==> config.mk <==
export PLATFORM = sky130hd
export DESIGN_NAME = serial_tx_fifo
export DESIGN_NICKNAME = d
export VERILOG_FILES = /design/src/rtl/serial_pkg.sv /design/src/rtl/serial_fifo.sv /design/src/rtl/serial_tx_fifo.sv
export SDC_FILE = /design/constraint.sdc
export NUM_CORES = 1
export LEC_CHECK = 0
export ABC_AREA = 1
export CAP_MARGIN = 30
export CELL_PAD_IN_SITES_DETAIL_PLACEMENT = 1
export CELL_PAD_IN_SITES_GLOBAL_PLACEMENT = 1
export CORE_MARGIN = 2
export CORE_UTILIZATION = 28
export DETAILED_ROUTE_END_ITERATION = 7
export GPL_TIMING_DRIVEN = 0
export PLACE_DENSITY = 0.61
export SYNTH_ARGS = -nofsm -noshare
export SYNTH_HDL_FRONTEND = slang
export SYNTH_HIERARCHICAL = 1
export SYNTH_SLANG_ARGS = --single-unit
==> constraint.sdc <==
create_clock -name clock -period 2.07 [get_ports clock]
set_input_delay 0.414 -clock clock [delete_from_list [all_inputs] [get_ports clock]]
set_output_delay 0.414 -clock clock [all_outputs]
set_load 0.05 [all_outputs]
==> src/rtl/serial_pkg.sv <==
`default_nettype none
// ============================================================================
// Module      : serial_pkg
// Description : Shared types and constants for the serial transmit path.
//               Holds the transmit FSM state encoding, the UART frame data
//               width and the default baud divider for a 50 MHz clock at
//               115200 baud.
// Ports       : none (package)
// Revision    : 1.0 - initial release
// ============================================================================
package serial_pkg;

  // Transmit FSM states; explicit 2-bit encoding so waveforms stay readable.
  typedef enum logic [1:0] {
    IDLE  = 2'd0,
    START = 2'd1,
    DATA  = 2'd2,
    STOP  = 2'd3
  } tx_state_t;

  localparam int UART_DATA_BITS       = 8;
  localparam int DEFAULT_CLKS_PER_BIT = 434;

endpackage : serial_pkg
`default_nettype wire

==> src/rtl/serial_fifo.sv <==
`default_nettype none
// ============================================================================
// Module      : serial_fifo
// Description : Parameterised synchronous FIFO. Head data is presented
//               combinationally from the read pointer. Full/empty are derived
//               from a registered occupancy count. Pushes while full and pops
//               while empty are ignored.
// Ports       : clk_i   - clock, rising edge
//               rst_ni  - asynchronous active-low reset
//               push_i  - write request, data_i captured when not full
//               data_i  - write data
//               pop_i   - read request, advances head when not empty
//               head_o  - current head entry
//               full_o  - count == DEPTH
//               empty_o - count == 0
//               count_o - current occupancy
// Revision    : 1.0 - initial release
// ============================================================================
module serial_fifo #(
  parameter int DEPTH  = 8,
  parameter int DATA_W = 8
) (
  input  logic                       clk_i,
  input  logic                       rst_ni,
  input  logic                       push_i,
  input  logic [DATA_W-1:0]          data_i,
  input  logic                       pop_i,
  output logic [DATA_W-1:0]          head_o,
  output logic                       full_o,
  output logic                       empty_o,
  output logic [$clog2(DEPTH):0]     count_o
);

  localparam int PTR_W = $clog2(DEPTH);
  localparam logic [PTR_W:0] C_DEPTH = (PTR_W+1)'(DEPTH);

  logic [DATA_W-1:0] mem_q [DEPTH];
  logic [PTR_W-1:0]  wr_ptr_q, wr_ptr_d;
  logic [PTR_W-1:0]  rd_ptr_q, rd_ptr_d;
  logic [PTR_W:0]    count_q,  count_d;
  logic              w_push_ok;
  logic              w_pop_ok;

  assign full_o  = (count_q == C_DEPTH);
  assign empty_o = (count_q == '0);
  assign count_o = count_q;
  assign head_o  = mem_q[rd_ptr_q];

  // Acceptance is judged on the pre-edge count only, so a push into a full
  // FIFO is dropped even if a pop frees a slot on the same edge.
  assign w_push_ok = push_i & ~full_o;
  assign w_pop_ok  = pop_i  & ~empty_o;

  always_comb begin
    wr_ptr_d = wr_ptr_q;
    rd_ptr_d = rd_ptr_q;
    count_d  = count_q;
    if (w_push_ok) begin
      wr_ptr_d = wr_ptr_q + PTR_W'(1);
    end
    if (w_pop_ok) begin
      rd_ptr_d = rd_ptr_q + PTR_W'(1);
    end
    case ({w_push_ok, w_pop_ok})
      2'b10:   count_d = count_q + (PTR_W+1)'(1);
      2'b01:   count_d = count_q - (PTR_W+1)'(1);
      default: count_d = count_q;
    endcase
  end

  always_ff @(posedge clk_i or negedge rst_ni) begin
    if (!rst_ni) begin
      wr_ptr_q <= '0;
      rd_ptr_q <= '0;
      count_q  <= '0;
    end else begin
      wr_ptr_q <= wr_ptr_d;
      rd_ptr_q <= rd_ptr_d;
      count_q  <= count_d;
    end
  end

  // Storage carries no reset; only the pointers define which entries are valid.
  always_ff @(posedge clk_i) begin
    if (w_push_ok) begin
      mem_q[wr_ptr_q] <= data_i;
    end
  end

endmodule : serial_fifo
`default_nettype wire

==> src/rtl/serial_tx_fifo.sv <==
`default_nettype none
// ============================================================================
// Module      : serial_tx_fifo
// Description : Buffered UART 8N1 transmitter. Bytes written by the CPU serial
//               port are queued in a small FIFO and shifted out LSB first on
//               a registered tx line, so single-cycle stores are decoupled
//               from the bit rate.
// Ports       : clock        - system clock, rising edge
//               reset        - asynchronous active-low reset
//               data_in      - byte to transmit
//               wren_in      - one-cycle write strobe
//               ready_out    - 1 when the FIFO is not full
//               tx_out       - UART line, idles high
//               busy_out     - frame in progress or FIFO non-empty
//               level_out    - FIFO occupancy
//               overflow_out - sticky: a write was dropped while full
// Revision    : 1.0 - initial release
// ============================================================================
module serial_tx_fifo
  import serial_pkg::*;
#(
  parameter int CLKS_PER_BIT = DEFAULT_CLKS_PER_BIT,
  parameter int FIFO_DEPTH   = 8,
  parameter int CNT_W        = 16
) (
  input  logic                          clock,
  input  logic                          reset,
  input  logic [7:0]                    data_in,
  input  logic                          wren_in,
  output logic                          ready_out,
  output logic                          tx_out,
  output logic                          busy_out,
  output logic [$clog2(FIFO_DEPTH):0]   level_out,
  output logic                          overflow_out
);

  localparam int                BIT_W     = $clog2(UART_DATA_BITS);
  localparam logic [CNT_W-1:0]  BAUD_LAST = CNT_W'(CLKS_PER_BIT - 1);
  localparam logic [BIT_W-1:0]  BIT_LAST  = BIT_W'(UART_DATA_BITS - 1);

  // Elaboration-time guards on the parameter set.
  if (CLKS_PER_BIT < 2) begin : g_bad_clks_per_bit
    $error("serial_tx_fifo: CLKS_PER_BIT must be >= 2");
  end
  if ((FIFO_DEPTH < 2) || ((FIFO_DEPTH & (FIFO_DEPTH - 1)) != 0)) begin : g_bad_depth
    $error("serial_tx_fifo: FIFO_DEPTH must be a power of 2, >= 2");
  end
  if ((64'd1 << CNT_W) <= 64'(CLKS_PER_BIT)) begin : g_bad_cnt_w
    $error("serial_tx_fifo: CNT_W too narrow for CLKS_PER_BIT");
  end

  tx_state_t                      state_q, state_d;
  logic [CNT_W-1:0]               baud_q,  baud_d;
  logic [BIT_W-1:0]               bit_idx_q, bit_idx_d;
  logic [UART_DATA_BITS-1:0]      shreg_q, shreg_d;
  logic                           tx_q,    tx_d;
  logic                           ovf_q,   ovf_d;

  logic                           w_fifo_pop;
  logic [7:0]                     w_fifo_head;
  logic                           w_fifo_full;
  logic                           w_fifo_empty;
  logic [$clog2(FIFO_DEPTH):0]    w_fifo_count;
  logic                           w_bit_done;

  serial_fifo #(
    .DEPTH  (FIFO_DEPTH),
    .DATA_W (8)
  ) u_fifo (
    .clk_i   (clock),
    .rst_ni  (reset),
    .push_i  (wren_in),
    .data_i  (data_in),
    .pop_i   (w_fifo_pop),
    .head_o  (w_fifo_head),
    .full_o  (w_fifo_full),
    .empty_o (w_fifo_empty),
    .count_o (w_fifo_count)
  );

  assign w_bit_done = (baud_q == BAUD_LAST);

  // --------------------------------------------------------------------------
  // State register (plus datapath registers that advance with it)
  // --------------------------------------------------------------------------
  always_ff @(posedge clock or negedge reset) begin
    if (!reset) begin
      state_q   <= IDLE;
      baud_q    <= '0;
      bit_idx_q <= '0;
      shreg_q   <= '0;
      tx_q      <= 1'b1;
      ovf_q     <= 1'b0;
    end else begin
      state_q   <= state_d;
      baud_q    <= baud_d;
      bit_idx_q <= bit_idx_d;
      shreg_q   <= shreg_d;
      tx_q      <= tx_d;
      ovf_q     <= ovf_d;
    end
  end

  // --------------------------------------------------------------------------
  // Next-state logic
  // --------------------------------------------------------------------------
  always_comb begin
    state_d = state_q;
    case (state_q)
      IDLE:    if (!w_fifo_empty)                       state_d = START;
      START:   if (w_bit_done)                          state_d = DATA;
      DATA:    if (w_bit_done && bit_idx_q == BIT_LAST) state_d = STOP;
      STOP:    if (w_bit_done)                          state_d = IDLE;
      default:                                          state_d = IDLE;
    endcase
  end

  // --------------------------------------------------------------------------
  // Output / datapath logic
  // --------------------------------------------------------------------------
  always_comb begin
    w_fifo_pop = 1'b0;
    baud_d     = baud_q;
    bit_idx_d  = bit_idx_q;
    shreg_d    = shreg_q;
    ovf_d      = ovf_q | (wren_in & w_fifo_full);

    case (state_q)
      IDLE: begin
        if (!w_fifo_empty) begin
          w_fifo_pop = 1'b1;
          shreg_d    = w_fifo_head;
          baud_d     = '0;
        end
      end
      START: begin
        if (w_bit_done) begin
          baud_d    = '0;
          bit_idx_d = '0;
        end else begin
          baud_d = baud_q + CNT_W'(1);
        end
      end
      DATA: begin
        if (w_bit_done) begin
          baud_d    = '0;
          shreg_d   = shreg_q >> 1;
          bit_idx_d = bit_idx_q + BIT_W'(1);
        end else begin
          baud_d = baud_q + CNT_W'(1);
        end
      end
      STOP: begin
        if (w_bit_done) begin
          baud_d = '0;
        end else begin
          baud_d = baud_q + CNT_W'(1);
        end
      end
      default: begin
        baud_d = '0;
      end
    endcase

    // The line level is a function of where the FSM will be after this edge,
    // registered so it changes on the same edge as the state.
    case (state_d)
      START:   tx_d = 1'b0;
      DATA:    tx_d = shreg_d[0];
      default: tx_d = 1'b1;
    endcase
  end

  assign tx_out       = tx_q;
  assign ready_out    = ~w_fifo_full;
  assign level_out    = w_fifo_count;
  assign overflow_out = ovf_q;
  assign busy_out     = (state_q != IDLE) | ~w_fifo_empty;

endmodule : serial_tx_fifo
`default_nettype wire
==> impl_metrics.sql <==
INSERT INTO impl_metrics (metric_group, metric, value, unit) VALUES
('clock_network', 'cts_tree', 'built', ''),
('worst_setup_path', 'timing.critical_path.from_type', 'flop', ''),
('drt', 'routedWlPerCell', '14.7', 'µm'),
('timing', 'max_clock_freq', '493', 'MHz'),
('timing', 'max_slew_margin', '39.2', '%'),
('synth', 'synth_sequential_area_ratio', '56.6', '%'),
('worst_setup_path', 'critical_path_buf_inv_count', '1', ''),
('synth', 'mappedNetlistNets', '602', ''),
('clock_network', 'clockBufferDepth', '2', ''),
('timing', 'setup_viol', '0', ''),
('finish', 'area_growth_syn_to_layout', '18.5', '%'),
('finish', 'layout_cells_sized_above_1', '15.6', '%'),
('worst_setup_path', 'worst_path_dominant_cell_family', 'buffers and inverters', ''),
('drt', 'count_of_nets_left_with_antenna_violations_after_detail_routing', '0', ''),
('synth', 'cell_area_after_synthesis', '5210', 'µm²'),
('synth', 'synth_area_per_cell', '8.97', 'µm²'),
('min_path', 'hp-class', 'flop to flop', ''),
('synth', 'synth.yosys.warnings', '6', ''),
('clock_network', 'clkSlewWorstSetupHoldPaths', '0.08', 'ns'),
('synth', 'synthArstFlopShare', '39.0', '%'),
('worst_setup_path', 'critPathMaxFanout', '4', ''),
('drt', 'routed_vias', '3849', ''),
('worst_setup_path', 'cp_cell_sequence', 'clkdlybuf4s50_1', ''),
('worst_setup_path', 'end_kind', 'output pin', ''),
('placement', 'detailed_place.area', '5800', 'µm²'),
('worst_setup_path', 'r2r.worst_path.cells', '13', ''),
('finish', 'postLayoutCellArea', '6180', 'µm²'),
('clock_network', 'clock_insertion_delay_worst_skew', '0.36', 'ns'),
('worst_setup_path', 'rr_startpoint', 'u_fifo/count_o[1]', ''),
('die', 'floorplan.initialDensity', '28.8', '%'),
('clock_network', 'tritoncts.num_buffers', '9', ''),
('clock_network', 'clock_tree.root_cell', 'clkbuf_16', ''),
('drt', 'via_per_inst', '4.50', ''),
('pwr', 'p_sw', '3.06', 'mW'),
('timing', 'rsz_0062_raised_after_global_routing', 'yes', ''),
('status', 'run_status', 'complete, no violations', ''),
('die', 'floorplan.io_pins', '19', ''),
('synth', 'ys_seq_elements', '105', ''),
('flow_run', 'drv_cap', '0', ''),
('global_route', 'grt_max_degree', '26', ''),
('pwr', 'worst_ir_drop_vdd', '0.756', 'mV'),
('timing', 'max_slew.worst_pin.slew', '0.907', 'ns'),
('global_route', 'first_global_vias', '4205', ''),
('die', 'die_width', '140', 'µm'),
('synth', 'synthesized_instance_count', '581', ''),
('drt', 'route.detailed.drc', '0', ''),
('placement', 'number_of_port_buffers', '18', ''),
('worst_setup_path', 'setup.worst_path.class', 'flop to output pin', ''),
('pwr', 'switching_share', '40.2', '%'),
('synth', 'synth_enable_flop_cells', '64', ''),
('pwr', 'pwr-share-comb', '39.1', '%'),
('clock_network', 'cts-htree-levels', '3', ''),
('global_route', 'gr-usage-all-layers', '14.0', '%'),
('worst_setup_path', 'rrSetupSlack', '0.13', 'ns'),
('placement', 'gp_routability_congestion', '0.802', ''),
('global_route', 'global_route.overflow_total', '0', ''),
('worst_setup_path', 'worstSetupEndpoint', 'level_out[2]', ''),
('pwr', 'power_frac_seq', '38.8', '%'),
('pwr', 'share_clk_of_total_power', '22.1', '%'),
('timing', 'min_period_over_period', '98.0', '%'),
('synth', 'post-synth-top-area-cell', 'edfxtp_1', ''),
('timing', 'hold_viol', '0', ''),
('finish', 'layout.filler_cells', '2058', ''),
('worst_setup_path', 'worst_r2r_endpoint', 'u_fifo/count_o[3]', ''),
('drt', 'dr.pass1.iters', '4', ''),
('timing', 'post_route_hold_slack', '0.460', 'ns'),
('timing', 'timing.final.max_slew_violations', '0', ''),
('placement', 'detailedPlacementHpwl', '9.24', 'mm'),
('die', 'floorplan.die.height', '140', 'µm'),
('synth', 'yosys-top-cells-area', 'edfxtp_1 (37%), dfrtp_1 (19%), nand2_1 (13%), nor2_1 (5.8%), inv_1 (5.3%)', ''),
('worst_setup_path', 'critical_path_required', '1.66', 'ns');
[cells by family (layout without fill, tap and decap cells)]
logic type / Yosys count / in the layout / share of synthesized area [%]
AO/OA/AOI/OAI: 30 / 30 / 3.36
XOR/XNOR: 11 / 11 / 1.85
adder cells (fa/ha/maj): 10 / 10 / 2.55
buffers and inverters: 94 / 140 / 7.95
flip-flops: 105 / 105 / 56.6
AND/OR/NAND/NOR: 331 / 331 / 27.7
[through the flow]
| step | std cells | setup slack [ns] | power (mW) | utilization [%] |
|---|---|---|---|---|
| after floorplan | 581 | -0.00885 | 4.98 | - |
| after global placement | 828 | -0.832 | 5.74 | 31.8 |
| after detailed placement | 835 | -0.605 | 5.89 | 32.1 |
| after global routing | 856 | -0.000884 | 8.22 | 34.1 |
| after CTS | 856 | 0.0162 | 7.68 | 34.1 |
| final | 856 | 0.0424 | 7.59 | 34.1 |
[per-layer routing]
metal | GRT usage [%] | up-vias | share of wire, %
met2 | 22.5 | 36 | 46
met3 | 2.22 | 17 | 1.9
met4 | 6.43 | 0 | 2.5
met1 | 18.7 | 1864 | 49
met5 | 0 | - | 0
li1 | - | 1932 | -
[power groups by stage]
stage                     clock network [mW]  registers, mW  logic, mW
after global routing                    1.82           3.01       3.39
after detailed placement                   0           3.00       2.90
after global placement                     0           2.98       2.76
after CTS                               1.75           2.95       2.99
after floorplan                            0           3.11       1.87
final                                   1.68           2.95       2.97
[area by class of cell]
type                    count  area, µm²  area share, %
plain buffers              14        115           1.86
repair buffers             31        278           4.50
flip-flops and latches    105       2960           47.9
multi-input cells         382       1950           31.6
well taps                 229        287           4.64
clock buffers               9        225           3.65
inverters                  79        304           4.92
clock inverters             7       58.8          0.952
[timing repair]
action,CTS,global route
hold endpoints to repair,4,0
setup buffers,5,0
pin swaps,4,0
endpoints found under the setup margin,6,9
resized for setup,22,8
hold buffers,1,0
[cell usage in the layout, fill, tap and decap left out, types with 8 or more instances in the layout]
cell,Yosys,routed
edfxtp_1,64,64
clkbuf_16,0,9
nand2_1,174,171
nand4_1,12,12
nand2_2,7,8
clkdlybuf4s50_1,0,12
nand3_1,32,31
buf_2,5,10
buf_4,2,8
nor2_1,80,77
inv_1,74,68
o21ai_0,18,18
dfrtp_1,40,35
[worst reg2reg max path: stages (launching register included)]
cell and delay (ns):
dfrtp_2 0.44, nor2_4 0.16, nand3_4 0.11, inv_4 0.09, nor2_4 0.06, nand2_8 0.07, inv_4 0.04, ha_4 0.17
ha_4 0.22, or2_4 0.23, nand2_1 0.06, nand2_1 0.05, nand3_1 0.06, nand2_1 0.06
[flip-flops by register name, indices dropped and copies added (netlist names)]
signal / cells
baud_q: 16
tx_out: 1
u_fifo/wr_ptr_q: 3
bit_idx_q: 3
shreg_q: 8
state_q: 2
u_fifo/count_o: 4
u_fifo/rd_ptr_q: 3
u_fifo/mem_q: 64
overflow_out: 1
[how the worst min path moves through the flow]
stage	from	to	slack [ns]	depth (start not counted)
floorplan	reset	baud_q[0]	0.12	0
global placement	overflow_out	overflow_out	0.44	1
detailed placement	reset	bit_idx_q[0]	0.40	1
CTS	overflow_out	overflow_out	0.47	1
global route	overflow_out	overflow_out	0.49	1
finish	overflow_out	overflow_out	0.46	1
(Power assumes the default switching activity.)
